$ cat src/rtl/fifo_rd_stream_adapter_if.sv
// Read-port and stream handshake bundle between asyn_fifo, fifo_rd_stream_adapter and the downstream sink.
// The master modport is the adapter side; the slave modport is its environment (FIFO read port and stream sink).
interface fifo_rd_stream_adapter_if #(
  parameter int DSIZE = 8
);
  logic             O_rinc;
  logic             I_rempty;
  logic [DSIZE-1:0] I_rdata;
  logic             O_tvalid;
  logic             I_tready;
  logic [DSIZE-1:0] O_tdata;
  logic             O_tlast;

  modport master (
    output O_rinc,
    input  I_rempty,
    input  I_rdata,
    output O_tvalid,
    input  I_tready,
    output O_tdata,
    output O_tlast
  );

  modport slave (
    input  O_rinc,
    output I_rempty,
    output I_rdata,
    input  O_tvalid,
    output I_tready,
    input  O_tdata,
    input  O_tlast
  );
endinterface

$ cat src/rtl/fifo_rd_stream_adapter.sv
// Pops asyn_fifo words into a 2-entry skid buffer and presents them as a valid/ready stream with O_tlast framing.
// Optional sequence checker enabled by defining FIFO_RD_SEQ_CHK_EN.
module fifo_rd_stream_adapter #(
  parameter int DSIZE     = 8,
  parameter int FRAME_LEN = 8
) (
  input  logic                    I_rclk,
  input  logic                    I_rrst,
  fifo_rd_stream_adapter_if.master bus,
  output logic [1:0]              O_level,
  output logic                    O_seq_err
);
  localparam int FCW = $clog2(FRAME_LEN + 1);
  localparam logic [FCW-1:0] LAST_BEAT = FCW'(FRAME_LEN - 1);

  logic [DSIZE-1:0] head_q, head_d;
  logic [DSIZE-1:0] tail_q, tail_d;
  logic [1:0]       level_q, level_d;
  logic             inflight_q, inflight_d;
  logic [FCW-1:0]   count_q, count_d;
  logic             tvalid;
  logic             fire;
  logic             rinc;
  logic [1:0]       level_after_fire;

  assign tvalid = (level_q != 2'd0);
  assign fire   = tvalid & bus.I_tready;

  always_comb begin
    // Words already held plus the one arriving this cycle, minus the one leaving, must stay below 2.
    rinc = ~I_rrst & ~bus.I_rempty &
           (({1'b0, level_q} + {2'b00, inflight_q}) < (3'd2 + {2'b00, fire}));
    inflight_d       = rinc;
    head_d           = head_q;
    tail_d           = tail_q;
    count_d          = count_q;
    level_after_fire = level_q - {1'b0, fire};
    if (fire) begin
      head_d  = tail_q;
      count_d = (count_q == LAST_BEAT) ? '0 : count_q + 1'b1;
    end
    if (inflight_q) begin
      if (level_after_fire == 2'd0) head_d = bus.I_rdata;
      else                          tail_d = bus.I_rdata;
    end
    level_d = level_after_fire + {1'b0, inflight_q};
  end

  always_ff @(posedge I_rclk) begin
    if (I_rrst) begin
      head_q     <= '0;
      tail_q     <= '0;
      level_q    <= 2'd0;
      inflight_q <= 1'b0;
      count_q    <= '0;
    end else begin
      head_q     <= head_d;
      tail_q     <= tail_d;
      level_q    <= level_d;
      inflight_q <= inflight_d;
      count_q    <= count_d;
    end
  end

  assign bus.O_rinc   = rinc;
  assign bus.O_tvalid = tvalid;
  assign bus.O_tdata  = head_q;
  assign bus.O_tlast  = tvalid & (count_q == LAST_BEAT);
  assign O_level      = level_q;

`ifdef FIFO_RD_SEQ_CHK_EN
  logic [DSIZE-1:0] expect_q, expect_d;
  logic             seq_err_q, seq_err_d;

  // Every captured word must be one more than the previous capture; the first expected word is 1.
  always_comb begin
    expect_d  = expect_q;
    seq_err_d = seq_err_q;
    if (inflight_q) begin
      if (bus.I_rdata != expect_q) seq_err_d = 1'b1;
      expect_d = bus.I_rdata + 1'b1;
    end
  end

  always_ff @(posedge I_rclk) begin
    if (I_rrst) begin
      expect_q  <= DSIZE'(1);
      seq_err_q <= 1'b0;
    end else begin
      expect_q  <= expect_d;
      seq_err_q <= seq_err_d;
    end
  end

  assign O_seq_err = seq_err_q;
`else
  assign O_seq_err = 1'b0;
`endif
endmodule

$ cat src/flat_wrapper.sv
// flat-port wrapper written by rule: the top's interface ports become plain ports
module fifo_rd_stream_adapter_flat 
#(
  parameter int DSIZE     = 8,
  parameter int FRAME_LEN = 8
)
  (I_rclk, I_rrst, O_level, O_seq_err, bus_O_rinc, bus_I_rempty, bus_I_rdata, bus_O_tvalid, bus_I_tready, bus_O_tdata, bus_O_tlast);
  fifo_rd_stream_adapter_if #(.DSIZE(DSIZE)) bus_i ();
  input  logic I_rclk;
  input  logic I_rrst;
  output logic [1:0] O_level;
  output logic O_seq_err;
  output wire logic [$bits(bus_i.O_rinc)-1:0] bus_O_rinc;
  input wire logic [$bits(bus_i.I_rempty)-1:0] bus_I_rempty;
  input wire logic [$bits(bus_i.I_rdata)-1:0] bus_I_rdata;
  output wire logic [$bits(bus_i.O_tvalid)-1:0] bus_O_tvalid;
  input wire logic [$bits(bus_i.I_tready)-1:0] bus_I_tready;
  output wire logic [$bits(bus_i.O_tdata)-1:0] bus_O_tdata;
  output wire logic [$bits(bus_i.O_tlast)-1:0] bus_O_tlast;
  assign bus_O_rinc = bus_i.O_rinc;
  assign bus_i.I_rempty = bus_I_rempty;
  assign bus_i.I_rdata = bus_I_rdata;
  assign bus_O_tvalid = bus_i.O_tvalid;
  assign bus_i.I_tready = bus_I_tready;
  assign bus_O_tdata = bus_i.O_tdata;
  assign bus_O_tlast = bus_i.O_tlast;
  fifo_rd_stream_adapter #(.DSIZE(DSIZE), .FRAME_LEN(FRAME_LEN)) u_core (.I_rclk(I_rclk), .I_rrst(I_rrst), .bus(bus_i), .O_level(O_level), .O_seq_err(O_seq_err));
endmodule
$ cat config.mk
export PLATFORM = sky130hd
export DESIGN_NAME = fifo_rd_stream_adapter_flat
export DESIGN_NICKNAME = d
export VERILOG_FILES = /design/src/rtl/fifo_rd_stream_adapter_if.sv /design/src/rtl/fifo_rd_stream_adapter.sv /design/src/flat_wrapper.sv
export SDC_FILE = /design/constraint.sdc
export NUM_CORES = 1
export LEC_CHECK = 0
export CORE_MARGIN = 5
export CORE_UTILIZATION = 49
export DETAILED_ROUTE_END_ITERATION = 7
export PLACE_DENSITY = 0.78
export SETUP_SLACK_MARGIN = 0.15
export SYNTH_ARGS = -nofsm -noshare
export SYNTH_HDL_FRONTEND = slang
export SYNTH_SLANG_ARGS = --single-unit
$ cat constraint.sdc
create_clock -name I_rclk -period 2 [get_ports I_rclk]
set_input_delay 0.4 -clock I_rclk [delete_from_list [all_inputs] [get_ports I_rclk]]
set_output_delay 0.4 -clock I_rclk [all_outputs]
set_load 0.03 [all_outputs]
Yosys cells after proc, flatten, opt, wreduce, memory -nomap -nowiden
Index checks and enable logic that the tools add are counted.
Widths: inputs -> output; s select.
- flip-flop bits (word level): 23
- $add $sub $neg: 5
- equal/unequal tests: 1
- multiplexer cells: 4
- order comparisons: 1
- bitwise gates (word level): 7
- reduce and logical (&&, ||, !) cells: 3
- operators with widths (operator ; count):
    $mux 8 ; 3
    $add 4x1->4 const B ; 1
    $and 1x1->1 ; 4
    $eq 4x3->1 const B ; 1
    $mux 4 ; 1
    $add 2x1->3 ; 1
    $add 2x1->3 const A ; 1
    $lt 3x3->1 ; 1
    $not 1->1 ; 3
    $add 2x1->2 ; 1
    $logic_not 2->1 ; 1
    $reduce_and 2->1 ; 1
    $reduce_bool 2->1 ; 1
    $sub 2x1->2 ; 1

Depth between registers and ports, before layout
- word-level depth: 6
- mapped depth: 6

Least setup slack after synthesis
No wires, ideal clock.
- path kind: register -> output
- from: register u_core.level_q[0], in the netlist u_core.O_level[0]
- to: output port bus_O_rinc
- arrival: 2.117 ns
- cell stages (with the launch flop): 5
- slack: -0.517 ns
- cell sequence: dfxtp_1 > ha_1 > ha_1 > o21ai_0 > nor4b_1
- word-level cells in the longest chain between the ends: 5
- elaborated cells between the ends (all ways): 6
- those cells by class: 2 x add/sub; 1 x order compare; 2 x bitwise; 1 x reduce/logical
- RTL lines (item ; line ; text):
    start: declaration ; fifo_rd_stream_adapter.sv:18 ; logic [1:0] level_q, level_d;
    start signal: assignment ; fifo_rd_stream_adapter.sv:59 ; level_q <= level_d;
    $reduce_bool 2->1 ; fifo_rd_stream_adapter.sv:26 ; assign tvalid = (level_q != 2'd0);
    $and 1x1->1 ; fifo_rd_stream_adapter.sv:27 ; assign fire = tvalid & bus.I_tready;
    $add 2x1->3 ; fifo_rd_stream_adapter.sv:32 ; (({1'b0, level_q} + {2'b00, inflight_q}) < (3'd2 + {2'b00, fire}));
    $lt 3x3->1 * ; fifo_rd_stream_adapter.sv:32 ;
    $and 1x1->1 * ; fifo_rd_stream_adapter.sv:31 ; rinc = ~I_rrst & ~bus.I_rempty &
    end: declaration ; flat_wrapper.sv:13 ; output wire logic [$bits(bus_i.O_rinc)-1:0] bus_O_rinc;
Every way passes the cells marked *; elsewhere a longest branch is shown, timed or not.

Worst setup path in the final report
Ends and elaborated chain as after synthesis.

==> impl_metrics.tcl <==
set metrics [dict create \
    crit_type "reg2out" \
    fp.dieArea_mm2 0.003480 \
    start_util_pct 52.16 \
    status "finished, final reports clean" \
    netlist_top_cells_area "dfxtp_1 39%, a311oi_2 10%, nand2b_1 9.0%" \
    drc 0 \
    coreArea_mm2 0.002255 \
    clock_latency_ns 0.31 \
    yosys.area.top_type_share_pct 39.15 \
    drv_slew 0 \
    critPathTopFamily "flip-flops" \
    crit_chain "ha_4 -> ha_4 -> o21ai_2 -> nor4b_4 -> buf_6" \
    wl_per_cell_um 14.23 \
    drv_cap 0 \
    cts_tree "yes" \
    clock_skew_ns 0.01188 \
    area_delta_synth_final_pct 32.34 \
    crit_arrival_ns 1.51 \
    dp_hpwl_um 1871 \
    diodes 0 \
    synthFlopType "dfxtp_1" \
    drive_above_1_share_pct 22.93 \
    overflow 0 \
    holdBufCountCts 0 \
    finalSetupViolCount 0 \
    cp_max_fo 3 \
    place_area_mm2 0.001471 \
    synth_warnings 0 \
    period_minus_slack_ns 1.909 \
    p_leak_uw 0.0005698 \
    ys_types 30 \
    rsz0062_at_grt "yes" \
    die-width_um 58.99 \
    crit_path_top_delay_cell "dfxtp_4" \
    rr_endpoint "u_core.O_level[1]$_SDFF_PP0_" \
    num_io_pins 26 \
    reg2reg_setup_slack_ns 0.41 \
    vias 1011 \
    final_area_mm2 0.001556 \
    rows 17 \
    end_kind "output pin" \
    grt_pass1_vias 996 \
    routed_wl_um 2633 \
    post-route-period-util_pct 95.47 \
    r2r_cells 6 \
    critPathLaunchType "flip-flop" \
    critPathMaxStageDelay_ns 0.39 \
    synth_edf_count 0 \
    cts_sinks 23 \
    dr.pass1.iters 3 \
    critPathLaunch "u_core.O_level[0]$_SDFF_PP0_" \
    htreeDepth 1 \
    fp.dieH_um 58.99 \
    gp_congestion 0.7278 \
    num-nets-final 174 \
    syn_area_per_cell_um2 9.261 \
    hold_viol 0 \
    ys_async_sr_fraction_pct 0 \
    synth_top_area_cell "dfxtp_1" \
    path_buf_inv 1 \
    power.density_mw_per_mm2 586.0 \
    synth_nets 143 \
    vias_per_cell 5.465 \
    ant_nets 0 \
    grt_max_degree 32 \
    ys_seq_area_share_pct 39.15 \
    numCtsBuffers 3 \
    clockRootBuffer "clkbuf_4" \
    synth_seq_cells 23 \
    grt_pass1_wl_um 4284 \
    vdd_drop_max_mv 0.4023 \
    crit_required_ns 1.60 \
    crit_path_end "bus_O_rinc" \
    cp_num_cells 5 \
    drt_iter0_markers 13 \
    antenna_found_initial 0 \
    hp-class "reg2reg" \
    grtUsageTotal_pct 16.10 \
    synthCells 127 \
    r2r-start "u_core.O_level[0]$_SDFF_PP0_" \
    clkTransAtPathRegs_ns 0.14 \
    total_power_uw 912.0 \
    crit_top_cell "ha_4" \
    fmax_ghz 0.5237 \
    io_buffer_count 24 \
    cts_buffer_depth 2 \
    hold_slack_ns 0.4838 \
    syn_area_mm2 0.001176 \
]
stage by stage:
step                utilization, %  setup WS, ns  cells    TNS, ns
floorplan                        -       0.07447    127          0
global placement             65.26     -0.008925    178  -0.008925
detailed placement           65.26      -0.05964    178   -0.05964
CTS                          68.59       0.06175    184          0
global route                 69.03      0.004786    185          0
finish                       69.03       0.09051    185          0
synthesized netlist by cell type (3+ instances only):
master / count
a21oi_1: 4
a311oi_2: 8
buf_2: 4
dfxtp_1: 23
ha_1: 4
mux2i_1: 8
nand2_1: 20
nand2b_1: 17
nor2b_1: 3
nor3_1: 8
o21ai_0: 3
cells in the final DEF, fill, tap and decap left out, types with 3 or more instances in the layout:
cell type / Yosys / layout
a21oi_1: 4 / 4
a311oi_2: 8 / 8
buf_4: 2 / 12
clkbuf_4: 0 / 4
clkdlybuf4s50_1: 0 / 18
dfxtp_1: 23 / 19
dlygate4sd2_1: 0 / 4
mux2i_1: 8 / 8
nand2_1: 20 / 20
nand2b_1: 17 / 17
nor2b_1: 3 / 3
nor3_1: 8 / 8
where the power goes:
part	switching, uW	leakage, uW	internal (uW)	total [uW]
logic	108	0.000363	97.7	206
registers	11.9	0.000190	477	489
clock network	143	0.0000177	74.7	217
layer usage:
layer  vias up  share of wire, %  GRT usage, %
met5         -                 0             0
met4         0               1.4         8.091
met3         4               4.5         2.614
met2        21                51         30.76
met1       482                43         16.62
li1        504                 -             -
worst reg2reg max path, stage by stage (launching register included):
cell and delay (ns):
dfxtp_4 0.39, buf_4 0.15, nor2b_1 0.16, a21o_1 0.17, ha_1 0.18, or3_1 0.34, a21oi_1 0.14
state kept, by name, summed over array words and instances (netlist names):
signal,flops
u_core.O_level,2
u_core.bus.O_tdata,8
u_core.count_q,4
u_core.inflight_q,1
u_core.tail_q,8
repair_timing:
| action | 4_1_cts | 5_1_grt |
|---|---|---|
| resized for setup | 16 | 6 |
| endpoints found under the setup margin | 5 | 2 |
| buffers inserted | 2 | 1 |
| pin swaps | 2 | 2 |
final cells by class:
cell class | instances | area, um^2
clock buffers | 3 | 22.52
well taps | 28 | 35.03
flip-flops and latches | 23 | 470.5
fillers | 189 | 698.2
clock inverters | 1 | 5.005
inverters | 2 | 7.507
multi-input cells | 92 | 691.9
repair buffers | 36 | 324.1
cell families after synthesis:
family	Yosys count	synth area share [%]
DFF	23	39.15
other	1	0.3188
xor gates and xnor gates	1	0.7448
muxes	8	6.809
and+or+nand+nor	57	25.75
adders and majority gates	4	4.255
buffers and inverters	12	6.169
AOI/OAI and AO/OA	21	16.81
worst min-delay path by stage:
| stage | startpoint | to | slack (ns) | cells after the start |
|---|---|---|---|---|
| floorplan | u_core.tail_q[5]$_SDFFE_PP0P_ | u_core.tail_q[5]$_SDFFE_PP0P_ | 0.45 | 2 |
| global placement | u_core.tail_q[6]$_SDFFE_PP0P_ | u_core.tail_q[6]$_SDFFE_PP0P_ | 0.46 | 2 |
| detailed placement | u_core.tail_q[2]$_SDFFE_PP0P_ | u_core.tail_q[2]$_SDFFE_PP0P_ | 0.47 | 2 |
| CTS | u_core.tail_q[2]$_SDFFE_PP0P_ | u_core.tail_q[2]$_SDFFE_PP0P_ | 0.49 | 2 |
| global route | u_core.tail_q[4]$_SDFFE_PP0P_ | u_core.tail_q[4]$_SDFFE_PP0P_ | 0.51 | 2 |
| finish | u_core.tail_q[2]$_SDFFE_PP0P_ | u_core.tail_q[2]$_SDFFE_PP0P_ | 0.48 | 2 |
Note: power is estimated with default switching activity, not from simulation.
